`src/rtl/wb_csr_commit_if.sv`:
```
// ------------------------------------------------------------------
// wb_csr_commit_if : MEM->WB handshake and WB<->CSR-file bus bundle.
// Revision 1.0
// ------------------------------------------------------------------
`default_nettype none

interface wb_csr_commit_if;
  logic        ms_valid;
  logic        ws_allow_in;
  logic [31:0] ms_pc;
  logic [2:0]  ms_op;
  logic [13:0] ms_csr_num;
  logic [31:0] ms_rj_value;
  logic [31:0] ms_rd_value;
  logic        ms_ex;
  logic [5:0]  ms_ecode;
  logic [8:0]  ms_esubcode;
  logic [31:0] ms_vaddr;
  logic        ms_gr_we;
  logic [4:0]  ms_dest;
  logic [31:0] ms_result;
  logic        has_int;
  logic [31:0] csr_rvalue;
  logic [31:0] ex_entry;
  logic [31:0] ertn_entry;
  logic        csr_re;
  logic [13:0] csr_num;
  logic        csr_we;
  logic [31:0] csr_wmask;
  logic [31:0] csr_wvalue;
  logic        wb_ex;
  logic [5:0]  wb_ecode;
  logic [8:0]  wb_esubcode;
  logic [31:0] wb_vaddr;
  logic [31:0] wb_pc;
  logic        ertn_flush;
  logic        flush;
  logic [31:0] flush_pc;
  logic        rf_we;
  logic [4:0]  rf_waddr;
  logic [31:0] rf_wdata;

  modport master (
    output ms_valid, ms_pc, ms_op, ms_csr_num, ms_rj_value, ms_rd_value,
           ms_ex, ms_ecode, ms_esubcode, ms_vaddr, ms_gr_we, ms_dest,
           ms_result, has_int, csr_rvalue, ex_entry, ertn_entry,
    input  ws_allow_in, csr_re, csr_num, csr_we, csr_wmask, csr_wvalue,
           wb_ex, wb_ecode, wb_esubcode, wb_vaddr, wb_pc, ertn_flush,
           flush, flush_pc, rf_we, rf_waddr, rf_wdata
  );

  modport slave (
    input  ms_valid, ms_pc, ms_op, ms_csr_num, ms_rj_value, ms_rd_value,
           ms_ex, ms_ecode, ms_esubcode, ms_vaddr, ms_gr_we, ms_dest,
           ms_result, has_int, csr_rvalue, ex_entry, ertn_entry,
    output ws_allow_in, csr_re, csr_num, csr_we, csr_wmask, csr_wvalue,
           wb_ex, wb_ecode, wb_esubcode, wb_vaddr, wb_pc, ertn_flush,
           flush, flush_pc, rf_we, rf_waddr, rf_wdata
  );
endinterface

`default_nettype wire

```
`src/rtl/wb_csr_commit.sv`:
```
// ------------------------------------------------------------------
// wb_csr_commit : writeback commit unit - CSR access, exception/ertn
//                 resolution, pipeline flush and wrong-path bubbles.
// Revision 1.0
// ------------------------------------------------------------------
`default_nettype none

module wb_csr_commit #(
  parameter int FLUSH_BUBBLES = 1
) (
  input wire            clk,
  input wire            reset,
  wb_csr_commit_if.slave bus
);

  localparam logic [2:0] c_op_csrrd   = 3'd1;
  localparam logic [2:0] c_op_csrwr   = 3'd2;
  localparam logic [2:0] c_op_csrxchg = 3'd3;
  localparam logic [2:0] c_op_ertn    = 3'd4;
  localparam logic [2:0] c_op_syscall = 3'd5;
  localparam logic [2:0] c_op_break   = 3'd6;
  localparam logic [5:0] c_ecode_int  = 6'h00;
  localparam logic [5:0] c_ecode_sys  = 6'h0B;
  localparam logic [5:0] c_ecode_brk  = 6'h0C;
  localparam logic [2:0] c_bubble_load = 3'(FLUSH_BUBBLES);
  localparam bit         c_has_bubbles = (FLUSH_BUBBLES > 0);

  typedef enum logic [0:0] {
    ST_RUN    = 1'b0,
    ST_BUBBLE = 1'b1
  } state_e;

  typedef struct packed {
    logic [31:0] pc;
    logic [2:0]  op;
    logic [13:0] csr_num;
    logic [31:0] rj_value;
    logic [31:0] rd_value;
    logic        ex;
    logic [5:0]  ecode;
    logic [8:0]  esubcode;
    logic [31:0] vaddr;
    logic        gr_we;
    logic [4:0]  dest;
    logic [31:0] result;
    logic        intr;
  } ws_t;

  state_e      state_q, state_d;
  logic [2:0]  cnt_q, cnt_d;
  logic        ws_valid_q, ws_valid_d;
  ws_t         ws_q, ws_d;

  logic        w_allow_in;
  logic        w_accept;
  logic        w_exception;
  logic        w_is_csr_op;
  logic        w_csr_access;
  logic        w_csr_we;
  logic        w_ertn;
  logic        w_flush;
  logic [5:0]  w_ecode;
  logic [8:0]  w_esubcode;

  always_ff @(posedge clk) begin
    if (reset) begin
      state_q    <= ST_RUN;
      cnt_q      <= '0;
      ws_valid_q <= 1'b0;
      ws_q       <= '0;
    end else begin
      state_q    <= state_d;
      cnt_q      <= cnt_d;
      ws_valid_q <= ws_valid_d;
      ws_q       <= ws_d;
    end
  end

  // Bubble window: only the flush cycle blocks acceptance while in RUN.
  always_comb begin
    state_d    = state_q;
    cnt_d      = cnt_q;
    w_allow_in = 1'b0;
    case (state_q)
      ST_RUN: begin
        w_allow_in = 1'b1;
        if (w_flush && c_has_bubbles) begin
          state_d = ST_BUBBLE;
          cnt_d   = c_bubble_load;
        end
      end
      ST_BUBBLE: begin
        cnt_d = cnt_q - 3'd1;
        if (cnt_q == 3'd1) begin
          state_d = ST_RUN;
          cnt_d   = '0;
        end
      end
      default: begin
        state_d = ST_RUN;
        cnt_d   = '0;
      end
    endcase
  end

  assign w_accept = bus.ms_valid & w_allow_in & ~w_flush;

  always_comb begin
    ws_valid_d = w_accept;
    ws_d       = ws_q;
    if (w_accept) begin
      ws_d.pc       = bus.ms_pc;
      ws_d.op       = bus.ms_op;
      ws_d.csr_num  = bus.ms_csr_num;
      ws_d.rj_value = bus.ms_rj_value;
      ws_d.rd_value = bus.ms_rd_value;
      ws_d.ex       = bus.ms_ex;
      ws_d.ecode    = bus.ms_ecode;
      ws_d.esubcode = bus.ms_esubcode;
      ws_d.vaddr    = bus.ms_vaddr;
      ws_d.gr_we    = bus.ms_gr_we;
      ws_d.dest     = bus.ms_dest;
      ws_d.result   = bus.ms_result;
      ws_d.intr     = bus.has_int;
    end
  end

  assign w_exception = ws_valid_q & (ws_q.intr | ws_q.ex |
                                     (ws_q.op == c_op_syscall) |
                                     (ws_q.op == c_op_break));

  // Interrupt outranks upstream faults, which outrank syscall/break.
  always_comb begin
    w_ecode    = '0;
    w_esubcode = '0;
    if (w_exception) begin
      if (ws_q.intr) begin
        w_ecode = c_ecode_int;
      end else if (ws_q.ex) begin
        w_ecode    = ws_q.ecode;
        w_esubcode = ws_q.esubcode;
      end else if (ws_q.op == c_op_syscall) begin
        w_ecode = c_ecode_sys;
      end else begin
        w_ecode = c_ecode_brk;
      end
    end
  end

  assign w_is_csr_op  = (ws_q.op == c_op_csrrd) | (ws_q.op == c_op_csrwr) |
                        (ws_q.op == c_op_csrxchg);
  assign w_csr_access = ws_valid_q & w_is_csr_op & ~w_exception;
  assign w_csr_we     = w_csr_access & (ws_q.op != c_op_csrrd);
  assign w_ertn       = ws_valid_q & (ws_q.op == c_op_ertn) & ~w_exception;
  assign w_flush      = w_exception | w_ertn;

  assign bus.ws_allow_in = w_allow_in;
  assign bus.csr_re      = w_csr_access;
  assign bus.csr_num     = w_csr_access ? ws_q.csr_num : 14'd0;
  assign bus.csr_we      = w_csr_we;
  assign bus.csr_wmask   = !w_csr_we ? 32'd0 :
                           (ws_q.op == c_op_csrwr) ? 32'hFFFF_FFFF : ws_q.rj_value;
  assign bus.csr_wvalue  = w_csr_we ? ws_q.rd_value : 32'd0;

  assign bus.wb_ex       = w_exception;
  assign bus.wb_ecode    = w_ecode;
  assign bus.wb_esubcode = w_esubcode;
  assign bus.wb_vaddr    = ws_valid_q ? ws_q.vaddr : 32'd0;
  assign bus.wb_pc       = ws_valid_q ? ws_q.pc : 32'd0;
  assign bus.ertn_flush  = w_ertn;
  assign bus.flush       = w_flush;
  assign bus.flush_pc    = w_exception ? bus.ex_entry :
                           w_ertn      ? bus.ertn_entry : 32'd0;

  // CSR ops return the old CSR value, read in the same cycle as the write.
  assign bus.rf_we    = ws_valid_q & ws_q.gr_we & ~w_exception & (ws_q.op != c_op_ertn);
  assign bus.rf_waddr = ws_valid_q ? ws_q.dest : 5'd0;
  assign bus.rf_wdata = !ws_valid_q ? 32'd0 :
                        w_is_csr_op ? bus.csr_rvalue : ws_q.result;

endmodule

`default_nettype wire

```
`src/flat_wrapper.sv`:
```
// flat-port wrapper written by rule: the top's interface ports become plain ports
module wb_csr_commit_flat 
#(
  parameter int FLUSH_BUBBLES = 1
)
  (clk, reset, bus_ms_valid, bus_ms_pc, bus_ms_op, bus_ms_csr_num, bus_ms_rj_value, bus_ms_rd_value, bus_ms_ex, bus_ms_ecode, bus_ms_esubcode, bus_ms_vaddr, bus_ms_gr_we, bus_ms_dest, bus_ms_result, bus_has_int, bus_csr_rvalue, bus_ex_entry, bus_ertn_entry, bus_ws_allow_in, bus_csr_re, bus_csr_num, bus_csr_we, bus_csr_wmask, bus_csr_wvalue, bus_wb_ex, bus_wb_ecode, bus_wb_esubcode, bus_wb_vaddr, bus_wb_pc, bus_ertn_flush, bus_flush, bus_flush_pc, bus_rf_we, bus_rf_waddr, bus_rf_wdata);
  wb_csr_commit_if bus_i ();
  input wire clk;
  input wire reset;
  input wire logic [$bits(bus_i.ms_valid)-1:0] bus_ms_valid;
  input wire logic [$bits(bus_i.ms_pc)-1:0] bus_ms_pc;
  input wire logic [$bits(bus_i.ms_op)-1:0] bus_ms_op;
  input wire logic [$bits(bus_i.ms_csr_num)-1:0] bus_ms_csr_num;
  input wire logic [$bits(bus_i.ms_rj_value)-1:0] bus_ms_rj_value;
  input wire logic [$bits(bus_i.ms_rd_value)-1:0] bus_ms_rd_value;
  input wire logic [$bits(bus_i.ms_ex)-1:0] bus_ms_ex;
  input wire logic [$bits(bus_i.ms_ecode)-1:0] bus_ms_ecode;
  input wire logic [$bits(bus_i.ms_esubcode)-1:0] bus_ms_esubcode;
  input wire logic [$bits(bus_i.ms_vaddr)-1:0] bus_ms_vaddr;
  input wire logic [$bits(bus_i.ms_gr_we)-1:0] bus_ms_gr_we;
  input wire logic [$bits(bus_i.ms_dest)-1:0] bus_ms_dest;
  input wire logic [$bits(bus_i.ms_result)-1:0] bus_ms_result;
  input wire logic [$bits(bus_i.has_int)-1:0] bus_has_int;
  input wire logic [$bits(bus_i.csr_rvalue)-1:0] bus_csr_rvalue;
  input wire logic [$bits(bus_i.ex_entry)-1:0] bus_ex_entry;
  input wire logic [$bits(bus_i.ertn_entry)-1:0] bus_ertn_entry;
  output wire logic [$bits(bus_i.ws_allow_in)-1:0] bus_ws_allow_in;
  output wire logic [$bits(bus_i.csr_re)-1:0] bus_csr_re;
  output wire logic [$bits(bus_i.csr_num)-1:0] bus_csr_num;
  output wire logic [$bits(bus_i.csr_we)-1:0] bus_csr_we;
  output wire logic [$bits(bus_i.csr_wmask)-1:0] bus_csr_wmask;
  output wire logic [$bits(bus_i.csr_wvalue)-1:0] bus_csr_wvalue;
  output wire logic [$bits(bus_i.wb_ex)-1:0] bus_wb_ex;
  output wire logic [$bits(bus_i.wb_ecode)-1:0] bus_wb_ecode;
  output wire logic [$bits(bus_i.wb_esubcode)-1:0] bus_wb_esubcode;
  output wire logic [$bits(bus_i.wb_vaddr)-1:0] bus_wb_vaddr;
  output wire logic [$bits(bus_i.wb_pc)-1:0] bus_wb_pc;
  output wire logic [$bits(bus_i.ertn_flush)-1:0] bus_ertn_flush;
  output wire logic [$bits(bus_i.flush)-1:0] bus_flush;
  output wire logic [$bits(bus_i.flush_pc)-1:0] bus_flush_pc;
  output wire logic [$bits(bus_i.rf_we)-1:0] bus_rf_we;
  output wire logic [$bits(bus_i.rf_waddr)-1:0] bus_rf_waddr;
  output wire logic [$bits(bus_i.rf_wdata)-1:0] bus_rf_wdata;
  assign bus_i.ms_valid = bus_ms_valid;
  assign bus_i.ms_pc = bus_ms_pc;
  assign bus_i.ms_op = bus_ms_op;
  assign bus_i.ms_csr_num = bus_ms_csr_num;
  assign bus_i.ms_rj_value = bus_ms_rj_value;
  assign bus_i.ms_rd_value = bus_ms_rd_value;
  assign bus_i.ms_ex = bus_ms_ex;
  assign bus_i.ms_ecode = bus_ms_ecode;
  assign bus_i.ms_esubcode = bus_ms_esubcode;
  assign bus_i.ms_vaddr = bus_ms_vaddr;
  assign bus_i.ms_gr_we = bus_ms_gr_we;
  assign bus_i.ms_dest = bus_ms_dest;
  assign bus_i.ms_result = bus_ms_result;
  assign bus_i.has_int = bus_has_int;
  assign bus_i.csr_rvalue = bus_csr_rvalue;
  assign bus_i.ex_entry = bus_ex_entry;
  assign bus_i.ertn_entry = bus_ertn_entry;
  assign bus_ws_allow_in = bus_i.ws_allow_in;
  assign bus_csr_re = bus_i.csr_re;
  assign bus_csr_num = bus_i.csr_num;
  assign bus_csr_we = bus_i.csr_we;
  assign bus_csr_wmask = bus_i.csr_wmask;
  assign bus_csr_wvalue = bus_i.csr_wvalue;
  assign bus_wb_ex = bus_i.wb_ex;
  assign bus_wb_ecode = bus_i.wb_ecode;
  assign bus_wb_esubcode = bus_i.wb_esubcode;
  assign bus_wb_vaddr = bus_i.wb_vaddr;
  assign bus_wb_pc = bus_i.wb_pc;
  assign bus_ertn_flush = bus_i.ertn_flush;
  assign bus_flush = bus_i.flush;
  assign bus_flush_pc = bus_i.flush_pc;
  assign bus_rf_we = bus_i.rf_we;
  assign bus_rf_waddr = bus_i.rf_waddr;
  assign bus_rf_wdata = bus_i.rf_wdata;
  wb_csr_commit #(.FLUSH_BUBBLES(FLUSH_BUBBLES)) u_core (.clk(clk), .reset(reset), .bus(bus_i));
endmodule
```
`config.mk`:
```
export PLATFORM = sky130hd
export DESIGN_NAME = wb_csr_commit_flat
export DESIGN_NICKNAME = d
export VERILOG_FILES = /design/src/rtl/wb_csr_commit_if.sv /design/src/rtl/wb_csr_commit.sv /design/src/flat_wrapper.sv
export SDC_FILE = /design/constraint.sdc
export NUM_CORES = 1
export LEC_CHECK = 0
export CAP_MARGIN = 25
export CORE_AREA = 3 3 204 206
export CTS_CLUSTER_SIZE = 28
export DETAILED_ROUTE_END_ITERATION = 6
export DIE_AREA = 0 0 207 209
export DONT_BUFFER_PORTS = 1
export PLACE_DENSITY_LB_ADDON = 0.25
export SLEW_MARGIN = 20
export SYNTH_ARGS = -nofsm -noshare
export SYNTH_HDL_FRONTEND = slang
export SYNTH_SLANG_ARGS = --single-unit
```
`constraint.sdc`:
```
create_clock -name clk -period 4.58 [get_ports clk]
set_input_delay 1.374 -clock clk [delete_from_list [all_inputs] [get_ports clk]]
set_output_delay 1.374 -clock clk [all_outputs]
set_load 0.02 [all_outputs]
```
==> results of run 1 <==
==> cell usage in the layout, fill, tap and decap left out, types with 3 or more instances in the layout <==
cell type  count
a21boi_0      32
a21oi_1        8
a32o_1        32
and2_1       114
and3_1        16
buf_4         78
clkbuf_1       7
clkbuf_16     25
clkbuf_8       3
clkinv_2       5
dfxtp_1      204
inv_1          5
mux2i_1      200
nand2_1       68
nand2b_1     401
nor2_1        64
nor2b_1        3
nor4bb_1       4
==> kinds of logic after synthesis <==
group / Yosys count / share of synthesized area, %
fa+ha+maj: 2 / 0.219
mux: 200 / 17.5
compound gates: 83 / 6.07
buf+inv: 121 / 5.63
simple gates: 677 / 34.5
flops: 205 / 35.9
xor+xnor: 1 / 0.0767
==> where the power goes <==
group / internal, mW / leakage, nW / total [mW] / switching [mW]
Combinational: 0.320 / 3.07 / 0.736 / 0.416
Clock: 1.11 / 0.376 / 1.90 / 0.799
Sequential: 1.94 / 1.69 / 2.03 / 0.0863
==> sequential cells by signal (all words and copies together) (netlist names) <==
name,count
u_core.ws_q,200
u_core.cnt_q,3
u_core.state_q,1
u_core.ws_valid_q,1
==> worst max path at each step <==
stage / start / to / slack, ps / cells after the start
floorplan: bus_csr_rvalue[26] / bus_rf_wdata[26] / 1300 / 2
global placement: bus_csr_rvalue[5] / bus_rf_wdata[5] / 1170 / 2
detailed placement: u_core.ws_q[165]$_SDFFE_PP0P_ / bus_rf_wdata[12] / 1140 / 4
CTS: u_core.ws_q[165]$_SDFFE_PP0P_ / bus_rf_wdata[12] / 540 / 4
global route: u_core.ws_q[165]$_SDFFE_PP0P_ / bus_rf_wdata[11] / 420 / 4
finish: u_core.ws_q[165]$_SDFFE_PP0P_ / bus_rf_wdata[12] / 640 / 4
==> cell usage after synthesis, types with 5 or more instances <==
cell type | instances | share of area [%]
nand2b_1 | 401 | 22
dfxtp_1 | 205 | 36
mux2i_1 | 200 | 18
and2_1 | 114 | 6.2
clkbuf_1 | 73 | 2.4
nand2_1 | 68 | 2.2
nor2_1 | 64 | 2.1
a21boi_0 | 32 | 2.1
a32o_1 | 32 | 2.8
buf_6 | 21 | 2.1
buf_2 | 19 | 0.83
and3_1 | 16 | 0.88
a21oi_1 | 8 | 0.35
inv_1 | 5 | 0.16
==> worst max-delay path: cells and delay by family (launching register included) <==
family	cells	cell delay, ps
AO/OA/AOI/OAI	2	1210
flip-flops	1	400
buffers and inverters	1	340
AND/OR/NAND/NOR	1	90
==> routing by layer <==
layer | vias to the layer above | GRT usage, %
li1 | 4169 | -
met1 | 3971 | 18.3
met2 | 350 | 26.1
met3 | 49 | 5.79
met4 | 8 | 3.91
met5 | - | 0
==> final cells by class <==
class                   count  area, um^2
fillers                  4186       26900
inverters                   6        22.5
clock inverters             8        71.3
multi-input cells         963        6690
clock buffers              35         693
flip-flops and latches    205        4110
repair buffers             80         626
diodes                      2        5.00
well taps                 525         657
==> flow_summary.ini, run 1 <==
[status]
status = finished, final reports clean

[route]
dr.pass1.iters = 5
drt-met1-wl_mm = 14.5
wire_per_inst_um = 19.4
viasPerCell = 4.69
highest_layer = met5
dr_wl_met2_mm = 16.9
routed_wl_mm = 35.4
vias = 8547
drtIter0Drc = 450
dr_wl_met3_mm = 3.06
drc = 0
ant_nets = 0

[worst_setup_path]
reg2reg_slack_ps = 2020
worstPathCellList = o21bai_2 > buf_4 > nand2_1 > a21boi_0
cpMaxStageDelayCell = o21bai_2
r2r_start = u_core.ws_valid_q$_SDFF_PP0_
timing.rr.end = u_core.ws_q[141]$_SDFFE_PP0P_
critical-path-max-stage-delay_ps = 650
cp.arrival_ps = 2570
cp-end-kind = output pin
rr_worst_depth = 5
critPathMaxFanout = 18
critPathKind = reg -> out
critPathRequiredTime_ps = 3210
start_kind = flip-flop

[global_routing]
first_global_vias = 8685
grt_pass1_wl_mm = 53.3
grt_max_degree = 406
grt-ovfl-total = 0
antenna_found_initial = 7
groute.usage.overall_pct = 15.4

[worst_hold_path]
hold_depth = 2
worstHoldStart = u_core.ws_q[43]$_SDFFE_PP0P_
min_to = u_core.ws_q[43]$_SDFFE_PP0P_
hold_path_class = reg -> reg

[clocking]
hold_buffers = 0
post_cts_buffers = 0
cts_sinks = 205
cts_made_buffers = 25
clkTransAtPathRegs_ps = 60
htreeDepth = 1
cts_root_buffer = clkbuf_16
clock_path_buffers = 3
clk_latency_ps = 540
cts_tree = built
ctsResizeCount = 0

[sta]
fmax_mhz = 254
setup_ws_ps = 640
skew_ps = 18.9
final-hold-violation-count = 0
finalHoldWorstSlack_ps = 466
tightest_slew_ps = 818
finalCritPeriodShare_pct = 86.0
maxSlewViolCount = 0
timing.slew.headroom_pct = 44.7
rsz0062_at_grt = no
fin_crit_ps = 3940
setup_tns_ps = 0
setup_viol = 0

[place]
routabilityCongestion = 0.801
hpwl_mm = 24.8
placed_cell_area_mm2 = 0.0121
dp_cells = 1779
post-place-ws_ps = 1140
port_buffers = 0

[pwr]
p_per_area_mw_per_mm2 = 363
power_leakage_nw = 5.14
p_total_mw = 4.67
ir_worst_vdd_v = 0.000234

[finish]
final_cells = 1824
utilization_pct = 32.3
final_area_mm2 = 0.0129
area_growth_pct = 12.7
num-nets-final = 1582
final_layout_size_suffix_gt1_share_pct = 9.64

[synth]
synth_edf_count = 0
yosys.cell_types.count = 37
synth-async-reset-ratio_pct = 0
yosys_most_used_dff = dfxtp_1
postSynthCellCount = 1289
synth_area_mm2 = 0.0114
syn_avg_cell_area_um2 = 8.86
synth-seq-area-share_pct = 35.9
syn_nets = 1590
yosys_register_bits = 205
yosys_warnings = 0

[floorplanning]
die_y_um = 209
num_rows = 73
core_mm2 = 0.0398
ios = 532
start_util_pct = 28.7
die_w_um = 207
dieArea_mm2 = 0.0433

[job]
cap_viol_max_count = 0
(Power assumes the default switching activity.)
==> inputs of run 2 (changes only) <==
Settings changed: ABC_CLOCK_PERIOD_IN_PS set to 4580, CTS_CLUSTER_DIAMETER set to 40.
==> run 2 against run 1 <==
Flip-flop and latch count did not move. Hold slack got worse by 0.93 ps. Combinational power barely moved. Clock power rose by 68%. Largest cell class unchanged.
==> flow_summary.ini, run 2 (same netlist as run 1, synthesis figures left out) <==
[status]
status = finished, final reports clean

[global_routing]
grt_pass1_wl_mm = 53.9
antenna_found_initial = 7
grt_max_degree = 406
first_global_vias = 8949
groute.usage.overall_pct = 15.7
grt-ovfl-total = 0

[worst_setup_path]
cp_top_family = compound AO/OA/AOI/OAI gates
cpMaxStageDelayCell = o21bai_2
start_kind = flip-flop
critPathRequiredTime_ps = 3210
reg2reg_slack_ps = 2010
critPathKind = reg -> out
rr_worst_depth = 5
cp-end-kind = output pin
r2r_start = u_core.ws_valid_q$_SDFF_PP0_
path_buf_inv = 1
worstPathCellList = o21bai_2 > buf_4 > nand2_1 > a21boi_0
crit_start = u_core.ws_q[165]$_SDFFE_PP0P_
critical-path-max-stage-delay_ps = 630
critPathMaxFanout = 18
timing.rr.end = u_core.ws_q[141]$_SDFFE_PP0P_
cp.arrival_ps = 2540

[worst_hold_path]
min_to = u_core.ws_q[48]$_SDFFE_PP0P_
hold_path_class = reg -> reg
hold_depth = 2
worstHoldStart = u_core.ws_q[48]$_SDFFE_PP0P_

[clocking]
ctsResizeCount = 0
cts_root_buffer = clkbuf_16
htreeDepth = 2
hold_buffers = 0
cts_made_buffers = 45
clock_path_buffers = 3
clk_latency_ps = 540
clkTransAtPathRegs_ps = 50
post_cts_buffers = 0
cts_tree = built
cts_sinks = 205

[finish]
top_register = u_core.ws_q
most-common-layout-cells = nand2b_1, dfxtp_1, mux2i_1
num-nets-final = 1602
largestRegisters = u_core.ws_q: 200 flops, u_core.cnt_q: 3 flops
final_common_cell = nand2b_1
final_cells = 1861
fillers = 4128
final_area_mm2 = 0.0136
area_growth_pct = 19.2
largest_register_ffs = 200
utilization_pct = 34.2
final_layout_size_suffix_gt1_share_pct = 12.1

[sta]
maxSlewViolCount = 0
setup_ws_ps = 663
fin_crit_ps = 3920
setup_viol = 0
finalHoldWorstSlack_ps = 465
skew_ps = 22.4
timing.slew.headroom_pct = 45.0
finalCritPeriodShare_pct = 85.5
rsz0062_at_grt = no
final-hold-violation-count = 0
tightest_slew_ps = 815
fmax_mhz = 255
setup_tns_ps = 0

[place]
dp_cells = 1779
placed_cell_area_mm2 = 0.0121
hpwl_mm = 24.8
post-place-ws_ps = 1140
routabilityCongestion = 0.801
port_buffers = 0

[job]
cap_viol_max_count = 0

[pwr]
ir_worst_vdd_v = 0.000217
power_leakage_nw = 5.47
p_per_area_mw_per_mm2 = 437
p_total_mw = 5.95

[route]
dr.pass1.iters = 4
viasPerCell = 4.67
routed_wl_mm = 35.8
drc = 0
drtIter0Drc = 427
vias = 8686
ant_nets = 0
wire_per_inst_um = 19.2

[floorplanning]
ios = 532
die_y_um = 209
dieArea_mm2 = 0.0433
core_mm2 = 0.0398
start_util_pct = 28.7
num_rows = 73
die_w_um = 207
## run 2: cell count changes in the layout (fill, tap and decap cells not counted), sizes merged
cell      previous run  this run
bufinv               1         4
clkbuf              35        58
clkinv               5         8
clkinvlp             1         8
inv                  7         8
## run 2: routing by layer
metal	up-vias	GRT usage, %	wire, um
met2	366	26.2	17200
met5	-	0	67
met4	8	6.09	974
met3	67	6.19	3220
met1	4018	18.1	14400
li1	4227	-	-
## run 2: worst max-delay path by stage
stage / endpoint / cells past startpoint
floorplan: bus_rf_wdata[26] / 2
global placement: bus_rf_wdata[5] / 2
detailed placement: bus_rf_wdata[12] / 4
CTS: bus_rf_wdata[12] / 4
global route: bus_rf_wdata[11] / 4
finish: bus_rf_wdata[12] / 4
## run 2: final cells by class
class,instances,area (um^2),area share (%)
flip-flops and latches,205,4110,30.2
clock buffers,58,1250,9.15
multi-input cells,963,6690,49.2
clock inverters,22,258,1.89
well taps,525,657,4.83
diodes,2,5.00,0.0368
inverters,6,22.5,0.165
repair buffers,80,626,4.60
## run 2: power by group
group          internal, mW  switching, mW  total, mW  leakage (nW)
logic                 0.320          0.416      0.736          3.07
registers              1.95         0.0867       2.03          1.69
clock network          2.14           1.05       3.19         0.713
## run 2: worst register-to-register path, stage by stage (launching register included)
cell and delay [ps]:
dfxtp_4 330, buf_4 320, o21ai_2 210, o2111a_4 700
buf_12 540, mux2i_1 390
==> inputs of run 3 (changes only) <==
Settings changed: CTS_BUF_LIST set to sky130_fd_sc_hd__clkbuf_8, SLEW_MARGIN 20 to 30.
==> run 3 against run 2 <==
First-iteration DRC count fell by 1.9%. Flip-flop and latch count unchanged. Via count increased by 0.22%. Clock skew grew 4.3 ps.
==> flow_summary.ini, run 3 (same netlist as run 1, synthesis figures left out) <==
[status]
status = finished, final reports clean

[route]
drc = 0
wire_per_inst_um = 19.2
ant_nets = 0
vias = 8705
routed_wl_mm = 35.8
drtIter0Drc = 419
viasPerCell = 4.67
dr.pass1.iters = 4

[clocking]
htreeDepth = 2
cts_sinks = 205
clock_path_buffers = 3
hold_buffers = 0
cts_tree = built
clkTransAtPathRegs_ps = 60
cts_made_buffers = 45
post_cts_buffers = 0
cts_root_buffer = clkbuf_8
ctsResizeCount = 0
clk_latency_ps = 570

[finish]
largestRegisters = u_core.ws_q: 200 flops, u_core.cnt_q: 3 flops
final_layout_size_suffix_gt1_share_pct = 12.1
largest_register_ffs = 200
area_growth_pct = 14.6
final_common_cell = nand2b_1
utilization_pct = 32.9
final_area_mm2 = 0.0131
fillers = 4197
top_register = u_core.ws_q
most-common-layout-cells = nand2b_1, dfxtp_1, mux2i_1
num-nets-final = 1602

[floorplanning]
num_rows = 73
start_util_pct = 28.7
die_y_um = 209
dieArea_mm2 = 0.0433
ios = 532
die_w_um = 207
core_mm2 = 0.0398

[worst_hold_path]
hold_path_class = reg -> reg

[sta]
rsz0062_at_grt = no
tightest_slew_ps = 765
maxSlewViolCount = 0
fin_crit_ps = 3970
final-hold-violation-count = 0
finalCritPeriodShare_pct = 86.7
timing.slew.headroom_pct = 48.3
setup_tns_ps = 0
skew_ps = 26.7
setup_viol = 0
fmax_mhz = 252

[worst_setup_path]
timing.rr.end = u_core.ws_q[141]$_SDFFE_PP0P_
crit_path_end = bus_rf_wdata[12]
rr_worst_depth = 5
critPathKind = reg -> out
critPathMaxFanout = 18
cp.arrival_ps = 2600
start_kind = flip-flop
reg2reg_slack_ps = 1990
crit_start = u_core.ws_q[165]$_SDFFE_PP0P_
r2r_start = u_core.ws_valid_q$_SDFF_PP0_
cp-end-kind = output pin
critPathRequiredTime_ps = 3210

[place]
routabilityCongestion = 0.801
hpwl_mm = 24.8
placed_cell_area_mm2 = 0.0121
port_buffers = 0

[global_routing]
antenna_found_initial = 7
grt_pass1_wl_mm = 53.7
first_global_vias = 8940
grt_max_degree = 406
grt-ovfl-total = 0
groute.usage.overall_pct = 15.6

[pwr]
ir_worst_vdd_v = 0.000243
p_per_area_mw_per_mm2 = 378
power_leakage_nw = 5.26

[job]
cap_viol_max_count = 0
[run 3: how the worst min path moves through the flow]
stage,from,endpoint,slack (ps),cells past startpoint
floorplan,u_core.ws_q[118]$_SDFFE_PP0P_,u_core.ws_q[118]$_SDFFE_PP0P_,440,2
global placement,u_core.ws_q[191]$_SDFFE_PP0P_,u_core.ws_q[191]$_SDFFE_PP0P_,450,2
detailed placement,u_core.ws_q[97]$_SDFFE_PP0P_,u_core.ws_q[97]$_SDFFE_PP0P_,460,2
CTS,u_core.ws_q[55]$_SDFFE_PP0P_,u_core.ws_q[55]$_SDFFE_PP0P_,470,2
global route,u_core.ws_q[55]$_SDFFE_PP0P_,u_core.ws_q[55]$_SDFFE_PP0P_,480,2
finish,u_core.ws_q[48]$_SDFFE_PP0P_,u_core.ws_q[48]$_SDFFE_PP0P_,470,2
[run 3: per-layer routing]
metal | share of wire [%] | global-route usage, %
met1 | 40 | 18.0
met2 | 48 | 26.2
met3 | 9.0 | 6.14
met4 | 2.9 | 6.11
met5 | 0.15 | 0
[run 3: layout make-up]
| cell class | count | area, um^2 | share of cell area, % |
|---|---|---|---|
| Multi-Input combinational cell | 963 | 6690 | 51.1 |
| Timing Repair Buffer | 80 | 626 | 4.78 |
| Sequential cell | 205 | 4110 | 31.4 |
| Inverter | 6 | 22.5 | 0.172 |
| Antenna cell | 4 | 10.0 | 0.0765 |
| Clock buffer | 51 | 702 | 5.36 |
| Tap cell | 525 | 657 | 5.02 |
| Clock inverter | 29 | 277 | 2.11 |
[run 3: where the power goes]
group	switching (mW)	internal, mW	total (mW)
clock	0.920	1.27	2.19
sequential	0.0868	1.94	2.03
combinational	0.417	0.320	0.737
[run 3: metrics by stage]
step | std cells | power (mW) | hold slack (ps) | setup slack [ps]
after floorplan | 1289 | 2.70 | 444 | 1300
after global placement | 1779 | 2.79 | 452 | 1170
after detailed placement | 1779 | 2.81 | 457 | 1140
after CTS | 1859 | 5.07 | 468 | 454
after global routing | 1860 | 5.21 | 480 | 363
final | 1863 | 4.95 | 466 | 610
[run 3: worst max-delay path, stage by stage, from the launching register on]
cell      delay [ps]
dfxtp_1          400
o21bai_2         640
buf_4            340
nand2_1           90
a21boi_0         560
